File: config.mk
export PLATFORM = sky130hd
export DESIGN_NAME = pwm_capture_unit
export DESIGN_NICKNAME = d
export VERILOG_FILES = /design/src/rtl/pwm_capture_unit_pkg.sv /design/src/rtl/pwm_capture_unit_icp.sv /design/src/rtl/pwm_capture_unit.sv
export SDC_FILE = /design/constraint.sdc
export NUM_CORES = 1
export LEC_CHECK = 0
export ABC_AREA = 1
export BUFFER_PORTS_ARGS = -buffer_cell sky130_fd_sc_hd__buf_2
export CAP_MARGIN = 20
export CORE_MARGIN = 2
export CORE_UTILIZATION = 52
export CTS_CLUSTER_SIZE = 30
export DETAILED_ROUTE_END_ITERATION = 8
export PLACE_DENSITY = 0.85
export SETUP_SLACK_MARGIN = 0.02
export SLEW_MARGIN = 20
export SYNTH_ARGS = -nofsm -noshare
export SYNTH_HDL_FRONTEND = slang
export SYNTH_SLANG_ARGS = --single-unit
File: constraint.sdc
create_clock -name clk -period 2.4 [get_ports clk]
set_input_delay 0.48 -clock clk [delete_from_list [all_inputs] [get_ports clk]]
set_output_delay 0.48 -clock clk [all_outputs]
set_load 0.02 [all_outputs]
File: src/rtl/pwm_capture_unit_pkg.sv
// Shared definitions for the PWM capture unit: clock-select codes, FSM
// encodings, control register bit positions and the prescaler tick decode.
package pwm_capture_unit_pkg;

  typedef enum logic [2:0] {
    STOPPED    = 3'd0,
    DIV1       = 3'd1,
    DIV8       = 3'd2,
    DIV64      = 3'd3,
    DIV256     = 3'd4,
    DIV1024    = 3'd5
  } cs_e;

  typedef enum logic [1:0] {
    CAP_IDLE   = 2'd0,
    CAP_ACTIVE = 2'd1,
    CAP_REST   = 2'd2
  } cap_state_e;

  localparam int ICNC_BIT = 7;
  localparam int ICES_BIT = 6;
  localparam int CS_MSB   = 2;
  localparam int CS_LSB   = 0;

  // Codes 0, 6 and 7 never tick; the top level also uses this to park the FSM.
  function automatic logic prescale_tick(input logic [2:0] cs, input logic [9:0] pre);
    logic t;
    t = 1'b0;
    case (cs)
      DIV1:    t = 1'b1;
      DIV8:    t = &pre[2:0];
      DIV64:   t = &pre[5:0];
      DIV256:  t = &pre[7:0];
      DIV1024: t = &pre[9:0];
      default: t = 1'b0;
    endcase
    return t;
  endfunction

  function automatic logic cs_running(input logic [2:0] cs);
    return (cs != 3'd0) && (cs < 3'd6);
  endfunction

endpackage

File: src/rtl/pwm_capture_unit_icp.sv
// Capture pin conditioning: two-flop synchronizer, optional majority-free
// noise canceler (all-equal history) and start/opposite edge detection.
module icp_conditioner
  import pwm_capture_unit_pkg::*;
#(
  parameter int NC_DEPTH = 4
) (
  input  logic clk,
  input  logic reset,
  input  logic icp,
  input  logic icnc,
  input  logic ices,
  output logic start_edge,
  output logic opp_edge
);

  logic sync1, sync2, filt, filt_d, edge_seen;
  logic [NC_DEPTH-1:0] hist;

  // Unfiltered and filtered paths differ only by the history depth, so both
  // edge polarities see the same latency within a given mode.
  always_ff @(posedge clk) begin
    if (reset) begin
      sync1  <= 1'b0;
      sync2  <= 1'b0;
      hist   <= '0;
      filt   <= 1'b0;
      filt_d <= 1'b0;
    end else begin
      sync1  <= icp;
      sync2  <= sync1;
      hist   <= {hist[NC_DEPTH-2:0], sync2};
      if (!icnc)
        filt <= sync2;
      else if ((&hist) || (~|hist))
        filt <= hist[0];
      filt_d <= filt;
    end
  end

  assign edge_seen  = filt ^ filt_d;
  assign start_edge = edge_seen & (filt == ices);
  assign opp_edge   = edge_seen & (filt != ices);

endmodule

File: src/rtl/pwm_capture_unit.sv
// PWM input capture: prescaler, measurement FSM, tick counter, capture
// registers and sticky status flags around the pin conditioner.
module pwm_capture_unit
  import pwm_capture_unit_pkg::*;
#(
  parameter int DATA_WIDTH = 8,
  parameter int CNT_WIDTH  = 16,
  parameter int NC_DEPTH   = 4
) (
  input  logic                  clk,
  input  logic                  reset,
  input  logic                  icp,
  input  logic [DATA_WIDTH-1:0] mem_ctrl,
  input  logic [1:0]            clr_flags,
  output logic [CNT_WIDTH-1:0]  period,
  output logic [CNT_WIDTH-1:0]  active,
  output logic                  capf,
  output logic                  ovf,
  output logic                  cap_strobe
);

  logic                 icnc, ices, ices_q;
  logic [2:0]           cs, cs_q;
  logic [9:0]           pre;
  logic                 tick, running, cfg_change, cnt_full;
  logic                 start_edge, opp_edge;
  logic                 capture, act_load, ovf_set;
  logic [CNT_WIDTH-1:0] cnt, cnt_next, cnt_inc, act_lat;
  logic                 unused_ctrl_bits;
  cap_state_e           state, state_next;

  assign icnc             = mem_ctrl[ICNC_BIT];
  assign ices             = mem_ctrl[ICES_BIT];
  assign cs               = mem_ctrl[CS_MSB:CS_LSB];
  assign unused_ctrl_bits = ^mem_ctrl[5:3];

  assign tick       = prescale_tick(cs, pre);
  assign running    = cs_running(cs);
  assign cfg_change = (ices != ices_q) || (cs != cs_q);
  assign cnt_full   = &cnt;
  assign cnt_inc    = cnt + {{(CNT_WIDTH-1){1'b0}}, tick};

  icp_conditioner #(.NC_DEPTH(NC_DEPTH)) u_cond (
    .clk        (clk),
    .reset      (reset),
    .icp        (icp),
    .icnc       (icnc),
    .ices       (ices),
    .start_edge (start_edge),
    .opp_edge   (opp_edge)
  );

  // Overflow wins over a coincident edge: the wrapped count would be garbage.
  always_comb begin
    state_next = state;
    cnt_next   = cnt;
    capture    = 1'b0;
    act_load   = 1'b0;
    ovf_set    = 1'b0;
    if (!running || cfg_change) begin
      state_next = CAP_IDLE;
      cnt_next   = '0;
    end else begin
      case (state)
        CAP_IDLE: begin
          if (start_edge) begin
            state_next = CAP_ACTIVE;
            cnt_next   = '0;
          end
        end
        CAP_ACTIVE: begin
          cnt_next = cnt_inc;
          if (cnt_full && tick) begin
            ovf_set    = 1'b1;
            state_next = CAP_IDLE;
            cnt_next   = '0;
          end else if (opp_edge) begin
            act_load   = 1'b1;
            state_next = CAP_REST;
          end
        end
        CAP_REST: begin
          cnt_next = cnt_inc;
          if (cnt_full && tick) begin
            ovf_set    = 1'b1;
            state_next = CAP_IDLE;
            cnt_next   = '0;
          end else if (start_edge) begin
            capture    = 1'b1;
            state_next = CAP_ACTIVE;
            cnt_next   = '0;
          end
        end
        default: begin
          state_next = CAP_IDLE;
          cnt_next   = '0;
        end
      endcase
    end
  end

  always_ff @(posedge clk) begin
    if (reset) begin
      pre        <= '0;
      ices_q     <= 1'b0;
      cs_q       <= '0;
      state      <= CAP_IDLE;
      cnt        <= '0;
      act_lat    <= '0;
      period     <= '0;
      active     <= '0;
      capf       <= 1'b0;
      ovf        <= 1'b0;
      cap_strobe <= 1'b0;
    end else begin
      pre        <= pre + 10'd1;
      ices_q     <= ices;
      cs_q       <= cs;
      state      <= state_next;
      cnt        <= cnt_next;
      cap_strobe <= capture;
      if (act_load)
        act_lat <= cnt_inc;
      if (capture) begin
        period <= cnt_inc;
        active <= act_lat;
      end
      // A flag being set this cycle beats a clear pulse arriving with it.
      if (capture)
        capf <= 1'b1;
      else if (clr_flags[0])
        capf <= 1'b0;
      if (ovf_set)
        ovf <= 1'b1;
      else if (clr_flags[1])
        ovf <= 1'b0;
    end
  end

endmodule

==> results_dict.tcl <==
set metrics [dict create \
    worst_setup_path_end_kind "flop" \
    numPlacedInstances 683 \
    cts_root_buf "clkbuf_8" \
    seqPwrFrac_pct 52.8 \
    vias 3849 \
    final_max_slew_viol_count 0 \
    muxShareOfSynthArea_pct 0 \
    globalRouteOverflowTotal 0 \
    htree_levels 3 \
    synth-main-ff-cell "dfxtp_1" \
    final_antenna_net_count 0 \
    skew_ns 0.0112 \
    netlist_area_mm2 0.00410 \
    antenna_found_initial 0 \
    status "completed" \
    dp_worst_setup_slack_ns -0.210 \
    clockBufferDepth 2 \
    ys_top_cells_by_area "dfxtp_1 (44%), nand2_1 (10%), a21oi_1 (8.8%)" \
    grt_pass1_vias 3694 \
    drt-vias-per-instance 5.48 \
    maxCapViolations 0 \
    timing.critical_path.arrival_ns 2.65 \
    post_drt_wl_per_cell_um 13.5 \
    final.fill_count 632 \
    seq_area_frac_synth_pct 44.5 \
    leakagePower_nw 1.94 \
    max_freq_mhz 424 \
    flow.area_growth_from_synthesis_pct 20.3 \
    critical_path.startpoint_type "flop" \
    wire_length_of_the_first_global_routing_pass_mm 15.8 \
    synth.most_common_cell "nand2_1" \
    final_layout_size_suffix_gt1_share_pct 22.0 \
    synth-simple-area-share_pct 29.4 \
    drt_pass1_iterations 5 \
    floorplan.die.height_um 92.8 \
    placeableCoreArea_mm2 0.00769 \
    asr_flop_ratio_synth_pct 0 \
    drt_iter0_markers 273 \
    die_area_mm2 0.00861 \
    synth_warnings 0 \
    cts.clk_slew.worst_paths_ns 0.08 \
    period_minus_slack_ns 2.36 \
    drc 0 \
    netSwitchingPower_uw 612 \
    timing.slew.headroom_pct 54.8 \
    fin_hold_ws_ns 0.332 \
    dp.final_hpwl_mm 6.47 \
    post_synth_fa_ha_maj_area_fraction_pct 2.44 \
    fin_total_pwr_mw 2.89 \
    tightest_slew_ns 0.677 \
    post_synth_inst_count 540 \
    hold_fix_buffers_cts 0 \
    netlist_top_cells_count "nand2_1 (112), dfxtp_1 (91), a21oi_1 (72), nor2_1 (52)" \
    peak_supply_drop_v 0.000516 \
    initial_core_utilization_pct 53.3 \
    p_int_mw 2.28 \
    synth_area_leader_cell "dfxtp_1" \
    synth_edf_count 0 \
    yosys_register_bits 91 \
    mappedNetlistNets 561 \
    setup.worst_path.class "flop to flop" \
    cts_tree "yes" \
    antenna_cells 0 \
    hold_violations 0 \
    worst-path-max-fanout 3 \
    placement.io_buffers 44 \
    worstPathRequired_ns 2.69 \
    grtUsageTotal_pct 22.7 \
    power-per-cell-area_mw_per_mm2 587 \
    globalplace.congestion 0.891 \
    power.share.clock_pct 43.5 \
    synth_xor_xnor_area_share_pct 4.06 \
    die_w_um 92.8 \
    io-pin-count 48 \
    stdcell_count 703 \
    syn_area_per_cell_um2 7.59 \
    setup_violations 0 \
    unrepaired_setup_endpoints_after_global_routing "true" \
    worstSkewPairLatency_ns 0.36 \
    numCtsBuffers 9 \
    final.period_utilization_pct 98.3 \
    postLayoutSetupSlackWorst_ns 0.0401 \
    nNetsFinal 617 \
    synth.top_cell.area_share_pct 44.5 \
    placement_rows 32 \
    hp-class "input pin to flop" \
    power.share.switching_pct 21.2 \
    clock_sink_count 91 \
    grt_max_degree 65 \
    combinational_family_with_the_most_area_after_synthesis "simple AND/OR/NAND/NOR gates" \
    synth_compound_area_share_pct 10.6 \
    synth.distinct_cells 36 \
    drt_wl_total_mm 9.51 \
    share_comb_of_total_power_pct 3.7 \
]
[per-layer routing]
metal	share of wire [%]	GRT usage, %	wire, um	vias to the layer above
li1	-	-	-	1890
met1	43	26.0	4060	1828
met2	51	40.6	4850	119
met3	4.9	5.29	464	12
met4	1.4	8.58	132	0
met5	0	0	0	-
[worst max-delay path, stage by stage (launching register included)]
cell and delay [ns]:
dfxtp_2 0.36, ha_4 0.15, ha_4 0.11, nor2_1 0.03, nor2_1 0.10, nand2_1 0.08, nand2_2 0.07, nor2_2 0.04
inv_2 0.08, ha_4 0.15, ha_4 0.14, inv_2 0.05, nor3_4 0.14, buf_4 0.14, nand3_1 0.07, xor2_1 0.17
inv_1 0.13, nand3_1 0.09, a21oi_1 0.18
[state kept, by name, indices dropped and copies added (netlist names), 2 cells and up]
| name | flops |
|---|---|
| act_lat | 16 |
| active | 16 |
| cnt | 16 |
| period | 16 |
| pre | 10 |
| u_cond.hist | 4 |
| cs_q | 3 |
| state | 2 |
[per-stage QoR]
step	util, %	TNS [ns]	cell area [um^2]
5_1_grt	64.1	-1.25	4930
2_1_floorplan	-	0	4100
3_3_place_gp	58.4	-1.32	4490
3_5_place_dp	58.4	-3.67	4490
4_1_cts	62.6	0	4810
6_report	64.1	0	4930
[logic make-up after synthesis]
logic type                 after synthesis
and+or+nand+nor                        258
DFF                                     91
AOI/OAI and AO/OA                       84
buffers and inverters                   80
xor gates and xnor gates                19
adders and majority gates                8
[power by group through the flow]
stage	Sequential [mW]	Clock, mW	Combinational (mW)
final	1.53	1.26	0.107
after global routing	1.53	1.33	0.122
after CTS	1.53	1.28	0.104
after detailed placement	1.56	0	0.0977
after global placement	1.56	0	0.0938
after floorplan	1.56	0	0.0660
[what timing repair did]
item / in CTS / in global routing
pin swaps: 7 / 9
gates resized for setup: 13 / 26
cloned: 0 / 0
endpoints found under the setup margin: 29 / 43
buffers inserted: 3 / 1
[cells in the final DEF (no fill, tap or decap), drive strengths merged]
cell	n
o21a	2
bufinv	3
a31oi	1
o31ai	1
and2	1
ha	8
or2	2
nor3	8
nand2	113
nand3	30
nor3b	1
nand4	46
o21ai	7
xor2	13
buf	76
a21oi	73
xnor2	6
dfxtp	91
nor2	55
clkinv	3
nor4	1
clkinvlp	1
inv	48
clkbuf	10
nand3b	1
[area by class of cell]
type                       count  area [um^2]  share of cell area (%)
multi-input combinational    369         2070                    42.0
sequential                    91         1820                    37.0
clock inverter                 6          111                    2.26
tap                          102          128                    2.59
timing repair buffer          76          477                    9.67
clock buffer                  10          138                    2.79
inverter                      49          184                    3.73
[worst paths after layout]
path / startpoint / endpoint / slack, ns / cells after the start
max: pre[1] / cnt[14] / 0.04 / 18
max reg2reg: pre[1] / cnt[14] / 0.04 / 18
min reg2reg: u_cond.sync1 / u_cond.sync2 / 0.41 / 2
min: icp / u_cond.sync1 / 0.33 / 3
Note: power is estimated with default switching activity, not from simulation.
